File: src/rtl/mipi_tx_payload_read_ctrl_if.sv
// Handshake bundle between the MIPI TX core, the pixel FIFO and the payload read controller.
// The master side is the TX core / FIFO environment; the slave side is the read controller.
interface mipi_tx_payload_read_ctrl_if #(
  parameter int unsigned DATA_BYTES = 4
);
  logic                  Tx_cmd_req;
  logic [5:0]            Tx_cmd_data_type;
  logic [1:0]            Tx_cmd_vc;
  logic [15:0]           Tx_cmd_wc;
  logic                  Tx_cmd_ack;
  logic                  Tx_payload_en;
  logic                  Tx_payload_en_last;
  logic                  Fifo_empty;
  logic                  Err_clr;
  logic                  Fifo_readen;
  logic [DATA_BYTES-1:0] Byte_valid;
  logic                  Busy;
  logic                  Err_underflow;
  logic                  Err_length;

  modport master (
    output Tx_cmd_req, Tx_cmd_data_type, Tx_cmd_vc, Tx_cmd_wc, Tx_cmd_ack,
           Tx_payload_en, Tx_payload_en_last, Fifo_empty, Err_clr,
    input  Fifo_readen, Byte_valid, Busy, Err_underflow, Err_length
  );

  modport slave (
    input  Tx_cmd_req, Tx_cmd_data_type, Tx_cmd_vc, Tx_cmd_wc, Tx_cmd_ack,
           Tx_payload_en, Tx_payload_en_last, Fifo_empty, Err_clr,
    output Fifo_readen, Byte_valid, Busy, Err_underflow, Err_length
  );
endinterface

File: src/rtl/mipi_tx_payload_read_ctrl.sv
// Pixel FIFO read-enable generator for the MIPI TX long-packet path: filters requests by
// data type / VC, tracks the word count per beat and flags underflow / length errors.
module mipi_tx_payload_read_ctrl #(
  parameter int unsigned DATA_BYTES = 4,
  parameter logic [5:0]  DT0        = 6'h3E,
  parameter logic [5:0]  DT1        = 6'h24,
  parameter logic [5:0]  DT2        = 6'h2B,
  parameter logic [5:0]  DT3        = 6'h2C,
  parameter logic [3:0]  DT_EN      = 4'b0001,
  parameter logic [3:0]  VC_EN      = 4'b1111
) (
  input logic                     CLK_tx,
  input logic                     RSTn,
  mipi_tx_payload_read_ctrl_if.slave io_tx
);

  typedef enum logic [1:0] {StIdle, StReq, StPayload} state_e;

  localparam logic [15:0] BeatBytes = 16'(DATA_BYTES);

  state_e                r_state, w_state_nxt;
  logic [15:0]           r_pend_wc, w_pend_wc_nxt;
  logic [15:0]           r_remaining, w_remaining_nxt;
  logic                  r_err_underflow, w_err_underflow_nxt;
  logic                  r_err_length, w_err_length_nxt;
  logic                  w_dt_hit, w_match, w_accept;
  logic                  w_beat, w_overrun, w_underrun;
  logic [DATA_BYTES-1:0] w_byte_valid;

  always_comb begin
    w_dt_hit = (DT_EN[0] && (io_tx.Tx_cmd_data_type == DT0)) ||
               (DT_EN[1] && (io_tx.Tx_cmd_data_type == DT1)) ||
               (DT_EN[2] && (io_tx.Tx_cmd_data_type == DT2)) ||
               (DT_EN[3] && (io_tx.Tx_cmd_data_type == DT3));
    w_match  = w_dt_hit && VC_EN[io_tx.Tx_cmd_vc];
    w_accept = io_tx.Tx_cmd_req && w_match && (io_tx.Tx_cmd_wc != 16'd0);
  end

  always_comb begin
    w_state_nxt     = r_state;
    w_pend_wc_nxt   = r_pend_wc;
    w_remaining_nxt = r_remaining;
    w_beat          = 1'b0;
    w_overrun       = 1'b0;
    w_underrun      = 1'b0;
    w_byte_valid    = '0;
    unique case (r_state)
      StIdle: begin
        if (w_accept) begin
          w_pend_wc_nxt = io_tx.Tx_cmd_wc;
          w_state_nxt   = StReq;
        end
      end
      StReq: begin
        // Ack takes priority over a simultaneous re-request and uses the held word count.
        if (io_tx.Tx_cmd_ack) begin
          w_remaining_nxt = r_pend_wc;
          w_state_nxt     = StPayload;
        end else if (io_tx.Tx_cmd_req) begin
          if (w_accept) w_pend_wc_nxt = io_tx.Tx_cmd_wc;
          else          w_state_nxt   = StIdle;
        end
      end
      StPayload: begin
        if (io_tx.Tx_payload_en) begin
          w_beat = 1'b1;
          for (int unsigned i = 0; i < DATA_BYTES; i++) begin
            w_byte_valid[i] = (r_remaining > 16'(i));
          end
          w_remaining_nxt = (r_remaining >= BeatBytes) ? (r_remaining - BeatBytes) : 16'd0;
          w_overrun       = (r_remaining == 16'd0);
          w_underrun      = io_tx.Tx_payload_en_last && (w_remaining_nxt != 16'd0);
          if (io_tx.Tx_payload_en_last) w_state_nxt = StIdle;
        end
      end
      default: w_state_nxt = StIdle;
    endcase

    // Setting an error wins over a simultaneous clear.
    w_err_underflow_nxt = (w_beat && io_tx.Fifo_empty) ||
                          (r_err_underflow && !io_tx.Err_clr);
    w_err_length_nxt    = w_overrun || w_underrun || (r_err_length && !io_tx.Err_clr);
  end

  always_ff @(posedge CLK_tx or negedge RSTn) begin
    if (!RSTn) begin
      r_state         <= StIdle;
      r_pend_wc       <= 16'd0;
      r_remaining     <= 16'd0;
      r_err_underflow <= 1'b0;
      r_err_length    <= 1'b0;
    end else begin
      r_state         <= w_state_nxt;
      r_pend_wc       <= w_pend_wc_nxt;
      r_remaining     <= w_remaining_nxt;
      r_err_underflow <= w_err_underflow_nxt;
      r_err_length    <= w_err_length_nxt;
    end
  end

  assign io_tx.Fifo_readen   = w_beat;
  assign io_tx.Byte_valid    = w_byte_valid;
  assign io_tx.Busy          = (r_state != StIdle);
  assign io_tx.Err_underflow = r_err_underflow;
  assign io_tx.Err_length    = r_err_length;

endmodule

File: src/flat_wrapper.sv
// flat-port wrapper written by rule: the top's interface ports become plain ports
module mipi_tx_payload_read_ctrl_flat 
#(
  parameter int unsigned DATA_BYTES = 4,
  parameter logic [5:0]  DT0        = 6'h3E,
  parameter logic [5:0]  DT1        = 6'h24,
  parameter logic [5:0]  DT2        = 6'h2B,
  parameter logic [5:0]  DT3        = 6'h2C,
  parameter logic [3:0]  DT_EN      = 4'b0001,
  parameter logic [3:0]  VC_EN      = 4'b1111
)
  (CLK_tx, RSTn, io_tx_Tx_cmd_req, io_tx_Tx_cmd_data_type, io_tx_Tx_cmd_vc, io_tx_Tx_cmd_wc, io_tx_Tx_cmd_ack, io_tx_Tx_payload_en, io_tx_Tx_payload_en_last, io_tx_Fifo_empty, io_tx_Err_clr, io_tx_Fifo_readen, io_tx_Byte_valid, io_tx_Busy, io_tx_Err_underflow, io_tx_Err_length);
  mipi_tx_payload_read_ctrl_if #(.DATA_BYTES(DATA_BYTES)) io_tx_i ();
  input logic CLK_tx;
  input logic RSTn;
  input wire logic [$bits(io_tx_i.Tx_cmd_req)-1:0] io_tx_Tx_cmd_req;
  input wire logic [$bits(io_tx_i.Tx_cmd_data_type)-1:0] io_tx_Tx_cmd_data_type;
  input wire logic [$bits(io_tx_i.Tx_cmd_vc)-1:0] io_tx_Tx_cmd_vc;
  input wire logic [$bits(io_tx_i.Tx_cmd_wc)-1:0] io_tx_Tx_cmd_wc;
  input wire logic [$bits(io_tx_i.Tx_cmd_ack)-1:0] io_tx_Tx_cmd_ack;
  input wire logic [$bits(io_tx_i.Tx_payload_en)-1:0] io_tx_Tx_payload_en;
  input wire logic [$bits(io_tx_i.Tx_payload_en_last)-1:0] io_tx_Tx_payload_en_last;
  input wire logic [$bits(io_tx_i.Fifo_empty)-1:0] io_tx_Fifo_empty;
  input wire logic [$bits(io_tx_i.Err_clr)-1:0] io_tx_Err_clr;
  output wire logic [$bits(io_tx_i.Fifo_readen)-1:0] io_tx_Fifo_readen;
  output wire logic [$bits(io_tx_i.Byte_valid)-1:0] io_tx_Byte_valid;
  output wire logic [$bits(io_tx_i.Busy)-1:0] io_tx_Busy;
  output wire logic [$bits(io_tx_i.Err_underflow)-1:0] io_tx_Err_underflow;
  output wire logic [$bits(io_tx_i.Err_length)-1:0] io_tx_Err_length;
  assign io_tx_i.Tx_cmd_req = io_tx_Tx_cmd_req;
  assign io_tx_i.Tx_cmd_data_type = io_tx_Tx_cmd_data_type;
  assign io_tx_i.Tx_cmd_vc = io_tx_Tx_cmd_vc;
  assign io_tx_i.Tx_cmd_wc = io_tx_Tx_cmd_wc;
  assign io_tx_i.Tx_cmd_ack = io_tx_Tx_cmd_ack;
  assign io_tx_i.Tx_payload_en = io_tx_Tx_payload_en;
  assign io_tx_i.Tx_payload_en_last = io_tx_Tx_payload_en_last;
  assign io_tx_i.Fifo_empty = io_tx_Fifo_empty;
  assign io_tx_i.Err_clr = io_tx_Err_clr;
  assign io_tx_Fifo_readen = io_tx_i.Fifo_readen;
  assign io_tx_Byte_valid = io_tx_i.Byte_valid;
  assign io_tx_Busy = io_tx_i.Busy;
  assign io_tx_Err_underflow = io_tx_i.Err_underflow;
  assign io_tx_Err_length = io_tx_i.Err_length;
  mipi_tx_payload_read_ctrl #(.DATA_BYTES(DATA_BYTES), .DT0(DT0), .DT1(DT1), .DT2(DT2), .DT3(DT3), .DT_EN(DT_EN), .VC_EN(VC_EN)) u_core (.CLK_tx(CLK_tx), .RSTn(RSTn), .io_tx(io_tx_i));
endmodule
File: config.mk
export PLATFORM = sky130hd
export DESIGN_NAME = mipi_tx_payload_read_ctrl_flat
export DESIGN_NICKNAME = d
export VERILOG_FILES = /design/src/rtl/mipi_tx_payload_read_ctrl_if.sv /design/src/rtl/mipi_tx_payload_read_ctrl.sv /design/src/flat_wrapper.sv
export SDC_FILE = /design/constraint.sdc
export NUM_CORES = 1
export LEC_CHECK = 0
export ABC_AREA = 1
export CORE_MARGIN = 8
export CORE_UTILIZATION = 30
export DETAILED_ROUTE_END_ITERATION = 6
export SETUP_SLACK_MARGIN = 0.15
export SKIP_CTS_REPAIR_TIMING = 1
export SYNTH_ARGS = -nofsm -noshare
export SYNTH_HDL_FRONTEND = slang
export SYNTH_SLANG_ARGS = --single-unit
File: constraint.sdc
create_clock -name CLK_tx -period 1.66 [get_ports CLK_tx]
set_input_delay 0.249 -clock CLK_tx [delete_from_list [all_inputs] [get_ports CLK_tx]]
set_output_delay 0.249 -clock CLK_tx [all_outputs]
set_load 0.01 [all_outputs]
==> results.md <==
### Outcome
- finished with violations — result of the run
- negative setup slack — violated checks

### Place
- -0.373 ns — Placement Setup Slack
- 0.933 — Final GP Congestion
- 5.44 mm — half-perimeter wire length after detailed placement
- 37 — number of port buffers
- 3390 um^2 — placed inst area
- 506 — Inst Count DP

### Final layout
- sky130_fd_sc_hd__buf_4 — most frequent standard cell in the layout excluding fill and tap cells
- 43.4% — fraction of final layout cells sized beyond drive strength 1
- 458 — final layout net count
- 523 — Post-Layout Cell Count
- 70.5% — area added between synthesis and finish
- 52.8% — utilization of the core after routing
- 708 — filler instances
- 78 x sky130_fd_sc_hd__buf_4, 68 x sky130_fd_sc_hd__nand2_1, 36 x sky130_fd_sc_hd__dfrtp_1 — commonest cells after routing, fill and taps aside
- 0 — Antenna diodes
- 3850 um^2 — area of all placed cells without fillers

### Route
- 165 — first-iteration detailed-routing DRC count
- 0 — DRC violations left
- 7.17 mm — Routed WL
- 2470 — via count
- 0 — residual antenna-violating net count after detailed routing
- 13.7 um — routed len/inst
- 4.72 — via-per-instance ratio
- 4 — first-pass iteration count of the detailed router

### Power
- 1780 nW/um^2 — total power divided by cell area
- 0.662 mV — VDD IR max
- 1.99 nW — Leak Pwr

### Yosys
- 7.60 um^2 — Avg Cell Area, Syn
- sky130_fd_sc_hd__dfrtp_1 — leading area contributor after synthesis
- 32 — number of different library cells in the post-synthesis netlist
- 2260 um^2 — mapped cell area
- 331 — syn_nets
- 39.9% — proportion of synthesized chip area in sequential cells
- 297 — number of standard cells after synthesis
- 39.9% — Yosys top cell area share
- 0 — total of warnings raised by yosys
- sky130_fd_sc_hd__dfrtp_1 40%, sky130_fd_sc_hd__nand2_1 13%, sky130_fd_sc_hd__mux2_2 8.0% — cell types occupying the most area after synthesis
- 36 — register bit total from synthesis

### Timing
- 0.00487 ns — clock skew after layout
- 0.454 ns — pin slew with the least headroom to its limit
- -0.267 ns — PnR worst setup slack
- 0 — Final Hold Fails
- 0 — Max Transition Viols Final
- 1.93 ns — min Tclk post-route
- 116% — fin crit share
- 21 — setup violators final
- 69.7% — Max-Slew Margin vs Limit
- true — RSZ-0062 raised after global routing
- 0.519 GHz — achievable frequency

### Setup path
- u_core.r_remaining[3] — R2R Path Start
- 1.84 ns — required arrival time at the worst endpoint
- 2.11 ns — arrival time reported for the critical path endpoint
- register — type of element launching the critical path
- reg -> reg — type of the setup path with the least slack
- 5 — maximum net fanout on the critical path
- register — Worst setup EP type
- u_core.r_remaining[3] — launching element of the worst setup path

### Clock network
- 36 — number of sinks on the clock net
- 0.29 ns — Worst-Skew Late Latency
- yes — TritonCTS clock tree
- 5 — Inserted Clock Buffers
- sky130_fd_sc_hd__clkbuf_8 — root cell of the clock tree
- 2 — CTS H-Tree Depth
- 0.07 ns — clock-pin slew on the worst setup and hold paths
- 2 — buffers from clock root to sink, at most

### GRT
- 11.6 mm — wire length of the first global-routing pass
- 0 — antenna violations before repair
- 0 — overflow left after global routing
- 13.9% — overall global routing resource usage
- 2527 — via count of the first global-routing pass
- 37 — maximum number of pins on one net before global-route repair

### Floorplan
- 31.0% — initial core utilization
- 40 — total I/O pin count
- 31 — Row Count
- 103 um — Chip Height
- 103 um — die boundary width
- 10600 um^2 — die outline area
- 7290 um^2 — Floorplan Core Area

### Worst hold path
- io_tx_Tx_cmd_wc[7] — startpoint of the most critical hold path
- in -> reg — worst min-delay path class

### Job
- 0 — max-cap check violation count

## worst paths after layout
kind	end	slack, ns	depth (start not counted)
worst min-delay path	u_core.r_pend_wc[7]	0.26	2
worst max-delay path	u_core.io_tx.Err_length	-0.27	16
min in group asynchronous	u_core.io_tx.Err_underflow	0.37	2
worst max register to register	u_core.io_tx.Err_length	-0.27	16
worst min register to register	u_core.io_tx.Err_length	0.50	2
max in group asynchronous	u_core.r_pend_wc[13]	0.97	2
## stage by stage
stage,power [mW],TNS [ns],hold slack (ns)
after global placement,5.42,-8.16,0.465
after detailed placement,5.48,-8.87,0.487
final,6.87,-3.09,0.262
after global routing,7.43,-5.02,0.268
after floorplan,3.42,0,-0.0466
after CTS,6.18,-5.58,0.392
## critical path: stages, from the launching register on
cell and delay [ns]:
sky130_fd_sc_hd__dfrtp_1 0.40, sky130_fd_sc_hd__inv_2 0.08, sky130_fd_sc_hd__buf_12 0.10, sky130_fd_sc_hd__ha_4 0.16, sky130_fd_sc_hd__nand2_4 0.07, sky130_fd_sc_hd__clkinv_4 0.05, sky130_fd_sc_hd__nand2_4 0.05, sky130_fd_sc_hd__nor2_4 0.19
sky130_fd_sc_hd__nand2_4 0.12, sky130_fd_sc_hd__nand2_2 0.09, sky130_fd_sc_hd__nand2_2 0.07, sky130_fd_sc_hd__nor2_4 0.14, sky130_fd_sc_hd__nand3_2 0.08, sky130_fd_sc_hd__nand2_1 0.07, sky130_fd_sc_hd__nand2_1 0.04, sky130_fd_sc_hd__nand2_1 0.05
sky130_fd_sc_hd__nand2_1 0.05
## power by group
part           total, mW  switching [mW]  internal (mW)
combinational       4.82            2.50           2.33
sequential          1.37           0.217           1.15
clock              0.679           0.310          0.370
## cell type report
cell class              instances  area [um^2]  share of cell area [%]
multi-input cells             223         1450                    37.5
repair buffers                125         1150                    30.0
flip-flops and latches         36          901                    23.4
inverters                      33          130                    3.38
well taps                      99          124                    3.22
clock buffers                   7         96.3                    2.50
## cells in the mapped netlist (all sizes together)
cell,number
a31oi,3
ha,2
o22ai,8
buf,4
xor2,3
nor3,1
o21a,1
clkinv,2
o41ai,1
nor4,4
nand3b,1
dfrtp,36
o21ai,22
nand2,82
inv,31
nor2,39
clkbuf,2
a22o,1
mux2,16
o211ai,4
nand3,15
a21oi,14
nand4,5
## metal layers
metal	share of wire, %	routed length, um	vias up	global-route usage (%)
met2	50	3560	42	23.0
met1	45	3250	1161	17.7
met5	0	0	-	0
met4	2.4	171	0	5.45
met3	2.6	183	14	2.03
li1	-	-	1253	-
## registers in the layout, summed over array words and instances, names as in the netlist
signal	count
u_core.io_tx.Err_length	1
u_core.io_tx.Err_underflow	1
u_core.r_pend_wc	16
u_core.r_remaining	16
u_core.r_state	2
## kinds of logic after synthesis
| logic type | count (synthesis) | share of synthesized area (%) |
|---|---|---|
| xor+xnor | 3 | 1.16 |
| buf+inv | 39 | 7.26 |
| fa+ha+maj | 2 | 1.11 |
| mux | 16 | 7.98 |
| flops | 36 | 39.9 |
| simple gates | 147 | 29.1 |
| compound gates | 54 | 13.5 |
(Power assumes the default switching activity.)
==> patch 1, RTL diff (same flow settings) <==
Reset style: synchronous (`RSTn`), changed in one clocked block.
--- a/src/rtl/mipi_tx_payload_read_ctrl.sv
+++ b/src/rtl/mipi_tx_payload_read_ctrl.sv
@@ -84,3 +84,3 @@
 
-  always_ff @(posedge CLK_tx or negedge RSTn) begin
+  always_ff @(posedge CLK_tx) begin
     if (!RSTn) begin
Formal check against the unedited RTL: differs if RSTn is asserted again (counterexample within 4 cycles, from zero or initial values and one cycle with RSTn low); with RSTn held inactive, the same outputs for 4 cycles.
==> patch 1 against the unedited design <==
The flow still finishes with violations (setup timing); final area down 9.9%; setup slack better by 0.18 ns; sequential cell count stayed put; synthesized area fell by 4.9%; routed wire length down 6.2%; first-iteration DRC count decreased by 19%; critical path type unchanged; highest routed layer unchanged.
Power is not compared: it rests on default switching activity, and its combinational part moved more than twofold at a synthesized area within 25%.
==> patch 1: results (changes against the unedited design) <==
Synth
  – Synth cell types: 29 (-9.4%)
  – Synthesized instance count: 326 (+9.8%)
  – Post-synthesis async set-or-reset flop share: 0% (-100 points)
  – Sequential area share after synthesis: 33.5% (-6.3 points)
  – Top cells by area, synth: dfxtp_1 34%, nand2_1 11%, o21ai_0 7.9%, inv_1 7.3%, nor2_1 5.4%
  – Syn_nets: 360 (+8.8%)
  – Top_reg_cell synth: dfxtp_1
  – Top cells by count, synth: 62 x nand2_1, 42 x inv_1, 36 x dfxtp_1, 34 x o21ai_0, 31 x nor2_1

Setup path
  – Critical Path AT: 1.93 ns (-0.18 ns)
  – Reg2reg path depth: 14 (-2)
  – RR Endpoint: u_core.io_tx.Err_length$_SDFF_PN0_
  – Slowest stage delay, CP: 0.34 ns (-0.06 ns)
  – Reg-to-reg setup timing slack: -0.08 ns (+0.18 ns)
  – Reg-to-Reg Start: u_core.r_remaining[3]$_SDFFE_PN0P_
  – Critical path's slowest cell: dfxtp_2

Place
  – PortBufs: 37 (unchanged)
  – Post-Place Cells: 502 (-0.79%)
  – Placed Area: 3020 µm² (-11%)
  – Setup WS pre-CTS: -0.349 ns (+0.0246 ns)
  – DP HPWL: 4490 µm (-17%)
  – Final RePlAce weighted congestion: 0.859 (-7.9%)

GRT
  – All-layer global routing usage: 12.1% (-1.8 points)
  – Largest net degree at the start of global routing: 35 (-5.4%)
  – Global-route wire length before repair: 10,100 µm (-14%)
  – Number of global-route vias before repair: 2,176 (-14%)

Worst hold path
  – Hold Path Cell Cnt: 3 (+1)
  – WHS Endpoint: u_core.r_pend_wc[0]$_SDFFE_PN0P_
  – Hold path startpoint: io_tx_Tx_cmd_wc[0]

Timing
  – Final Skew: 0.00718 ns (+0.00231 ns)
  – Final WS setup: -0.0824 ns (+0.185 ns)
  – Final setup viols: 5 (-76%)
  – Slew @ Worst Pin: 0.256 ns (-0.198 ns)
  – Hold WS: 0.311 ns (+0.0490 ns)

Layout
  – Final Non-Filler Cells: 520 (-0.57%)
  – Share of layout cells above drive strength 1: 34.7% (-8.7 points)

Drt
  – DRT iter0 DRCs: 134 (-19%)
  – Drt wl/cell: 12.9 µm (-5.6%)
  – Vias per inst: 4.68 (-0.89%)

Outcome
  – Status: complete, but fails checks
  – Failing checks: setup timing
-- patch 1: changes by cell type after synthesis, sizes merged, moves of 8 or more --
cell   delta
a21oi     +8
o21ai    +14
nand2    -13
mux2     -16
a31oi    +14
dfrtp    -36
inv      +13
o22ai     -8
nand3     +8
dfxtp    +36
-- patch 1: how the worst max path moves through the flow --
stage / depth (start not counted) / slack (ns) / to
after floorplan: 8 / 0.12 / io_tx_Byte_valid[2]
after global placement: 8 / -0.34 / io_tx_Byte_valid[2]
after detailed placement: 8 / -0.35 / io_tx_Byte_valid[2]
after CTS: 8 / -0.54 / io_tx_Byte_valid[0]
after global routing: 15 / -0.21 / u_core.io_tx.Err_length$_SDFF_PN0_
final: 14 / -0.08 / u_core.io_tx.Err_length$_SDFF_PN0_
-- patch 1: layout make-up --
| type | count | area, µm² |
|---|---|---|
| Inverter | 44 | 168 |
| Clock buffer | 6 | 82.6 |
| Tap cell | 99 | 124 |
| Clock inverter | 2 | 15.0 |
| Sequential cell | 36 | 729 |
| Multi-Input combinational cell | 232 | 1400 |
| Timing Repair Buffer | 101 | 948 |
| Fill cell | 688 | 3630 |
-- patch 1: logic make-up (layout without fill, tap and decap cells) --
group                      count (synthesis)  after routing  synth area share [%]
buffers and inverters                     59            153                  11.2
AOI/OAI and AO/OA                         76             76                  19.3
and+or+nand+nor                          148            149                  32.7
adders and majority gates                  2              2                  1.16
xor gates and xnor gates                   5              5                  2.04
DFF                                       36             36                  33.5
-- patch 1: per-stage QoR --
stage	power, mW	TNS, ns
after floorplan	1.15	0
after global placement	1.37	-6.27
after detailed placement	1.37	-6.64
after CTS	2.04	-2.52
after global routing	2.27	-1.07
final	2.18	-0.325
-- patch 1: layer usage --
layer	part of all wire (%)	GRT usage, %	up-vias	wire length (µm)
li1	-	-	1257	-
met1	45	15.8	1094	3030
met2	49	19.4	67	3300
met3	3.8	2.07	16	256
met4	2.1	4.53	0	143
met5	0	0	-	0
-- patch 1: power by group --
part           total, mW  switching [mW]  internal (mW)
logic              0.618           0.310          0.308
clock network      0.677           0.341          0.336
registers          0.880         0.00713          0.873
total               2.18           0.658           1.52
-- patch 1: worst min-delay path: cells and delay by family --
family | cells | cell delay [ns]
compound gates | 2 | 0.20
buf+inv | 1 | 0.12
==> patch 2, RTL diff (same settings) <==
Without the edit above. `DATA_BYTES` is set to 4 in 3 places; all go to 3.
--- a/src/rtl/mipi_tx_payload_read_ctrl_if.sv
+++ b/src/rtl/mipi_tx_payload_read_ctrl_if.sv
@@ -3,3 +3,3 @@
 interface mipi_tx_payload_read_ctrl_if #(
-  parameter int unsigned DATA_BYTES = 4
+  parameter int unsigned DATA_BYTES = 3
 );
--- a/src/rtl/mipi_tx_payload_read_ctrl.sv
+++ b/src/rtl/mipi_tx_payload_read_ctrl.sv
@@ -3,3 +3,3 @@
 module mipi_tx_payload_read_ctrl #(
-  parameter int unsigned DATA_BYTES = 4,
+  parameter int unsigned DATA_BYTES = 3,
   parameter logic [5:0]  DT0        = 6'h3E,
--- a/src/flat_wrapper.sv
+++ b/src/flat_wrapper.sv
@@ -3,3 +3,3 @@
 #(
-  parameter int unsigned DATA_BYTES = 4,
+  parameter int unsigned DATA_BYTES = 3,
   parameter logic [5:0]  DT0        = 6'h3E,
Interface: changed (resized io_tx_Byte_valid); port bits go from 40 to 39. The function was not compared with the original's and may differ.
==> patch 2 against the unedited design <==
The flow still finishes with violations (setup timing); final area down 2.3%; highest routed layer unchanged; critical endpoint unchanged; count of clock-buffer cells in the layout down 1; setup slack worse by 0.017 ns; sequential cell count unchanged; routed wire length down 7.2%; synthesized area unchanged; largest power group unchanged; total power down 0.30%; critical path depth down 2.
==> patch 2: results (changes against the unedited design) <==
Outcome
  – Status: complete, but fails checks
  – Failing checks: setup timing

Timing
  – Final Skew: 0.00994 ns (+0.00507 ns)
  – Final WS setup: -0.284 ns (-0.0171 ns)
  – Final setup viols: 15 (-29%)
  – Slew headroom: 68.8% (-0.90 points)

Setup path
  – Crit path max fanout: 8 (+3)
  – Critical Path AT: 2.13 ns (+0.02 ns)

Drt
  – Vias: 2,440 (-1.2%)
  – Routed WL: 6650 µm (-7.2%)
  – DRT iter0 DRCs: 111 (-33%)

Place
  – Final RePlAce weighted congestion: 0.848 (-9.1%)
  – PortBufs: 36 (-2.7%)
  – Placed Area: 3180 µm² (-6.1%)

Synth
  – Top cells by area, synth: dfrtp_1 40%, nand2_1 14%, inv_1 8.3%, o21ai_0 7.8%, nand3_1 4.9%
  – Top cells by count, synth: 83 x nand2_1, 50 x inv_1, 36 x dfrtp_1, 35 x o21ai_0, 26 x nor2_1
  – Synth cell types: 25 (-22%)
  – Syn_nets: 355 (+7.3%)

Power and ir drop
  – Worst IR drop on VDD: 0.000502 V (-24%)

Layout
  – FILL cells: 719 (+1.6%)
  – Net count, final: 465 (+1.5%)
  – P&R area growth vs syn: 66.5%
  – Share of layout cells above drive strength 1: 35.0% (-8.4 points)

GRT
  – Global-route wire length before repair: 10,200 µm (-12%)
  – All-layer global routing usage: 12.2% (-1.7 points)

Clock network
  – Clock-pin slew on the worst setup and hold paths: 0.08 ns
==> patch 2: changes by cell type after synthesis, sizes merged, moves of 4 or more <==
cell	change
o21ai	+16
o22ai	-4
mux2	-16
inv	+19
o211ai	+8
clkbuf	+5
a21oi	-7
nor2	-9
nand3	+12
==> patch 2: kinds of logic after synthesis <==
kind of cell / Yosys count / share of synthesized area [%]
and+or+nand+nor: 151 / 30.2
AOI/OAI and AO/OA: 66 / 16.7
buffers and inverters: 60 / 10.4
DFF: 36 / 39.9
adders and majority gates: 5 / 2.77
==> patch 2: area by class of cell <==
type | instances | share of cell area, %
Timing Repair Buffer | 112 | 28.4
Clock inverter | 2 | 0.266
Inverter | 50 | 4.99
Clock buffer | 6 | 2.20
Tap cell | 99 | 3.29
Sequential cell | 36 | 24.0
Multi-Input combinational cell | 223 | 36.9
==> patch 2: path summary, 6_finish.rpt <==
check,depth (start not counted),endpoint,startpoint,slack (ns)
setup / recovery,14,u_core.io_tx.Err_length$_DFF_PN0_,u_core.r_remaining[7]$_DFFE_PN0P_,-0.28
hold / removal,3,u_core.r_pend_wc[9]$_DFFE_PN0P_,io_tx_Tx_cmd_wc[9],0.25
setup reg to reg,14,u_core.io_tx.Err_length$_DFF_PN0_,u_core.r_remaining[7]$_DFFE_PN0P_,-0.28
hold reg to reg,2,u_core.r_pend_wc[4]$_DFFE_PN0P_,u_core.r_pend_wc[4]$_DFFE_PN0P_,0.49
max in group asynchronous,2,u_core.r_pend_wc[3]$_DFFE_PN0P_,RSTn,0.94
min in group asynchronous,2,u_core.r_pend_wc[9]$_DFFE_PN0P_,RSTn,0.38
==> patch 2: report_power, final <==
part	switching [mW]	internal (mW)
clock	0.319	0.331
combinational	2.48	2.37
sequential	0.201	1.15
total	3.00	3.85
==> patch 2: routing by layer <==
layer / wire, µm / track usage (%)
met5: 0 / 0
met4: 117 / 5.78
met3: 140 / 1.82
met2: 3320 / 20.8
met1: 3070 / 14.7
==> patch 2: worst max-delay path: cells and delay by family, from the launching register on <==
kind,cells,cell delay [ns]
buf+inv,2,0.32
simple gates,12,1.12
flops,1,0.40
==> patch 2: metrics by stage <==
| step | cells | worst slack [ns] | setup TNS (ns) |
|---|---|---|---|
| floorplan | 318 | 0.00821 | 0 |
| global placement | 506 | -0.258 | -5.99 |
| detailed placement | 506 | -0.282 | -6.85 |
| CTS | 514 | -0.574 | -2.72 |
| global route | 528 | -0.407 | -3.58 |
| finish | 528 | -0.284 | -1.79 |
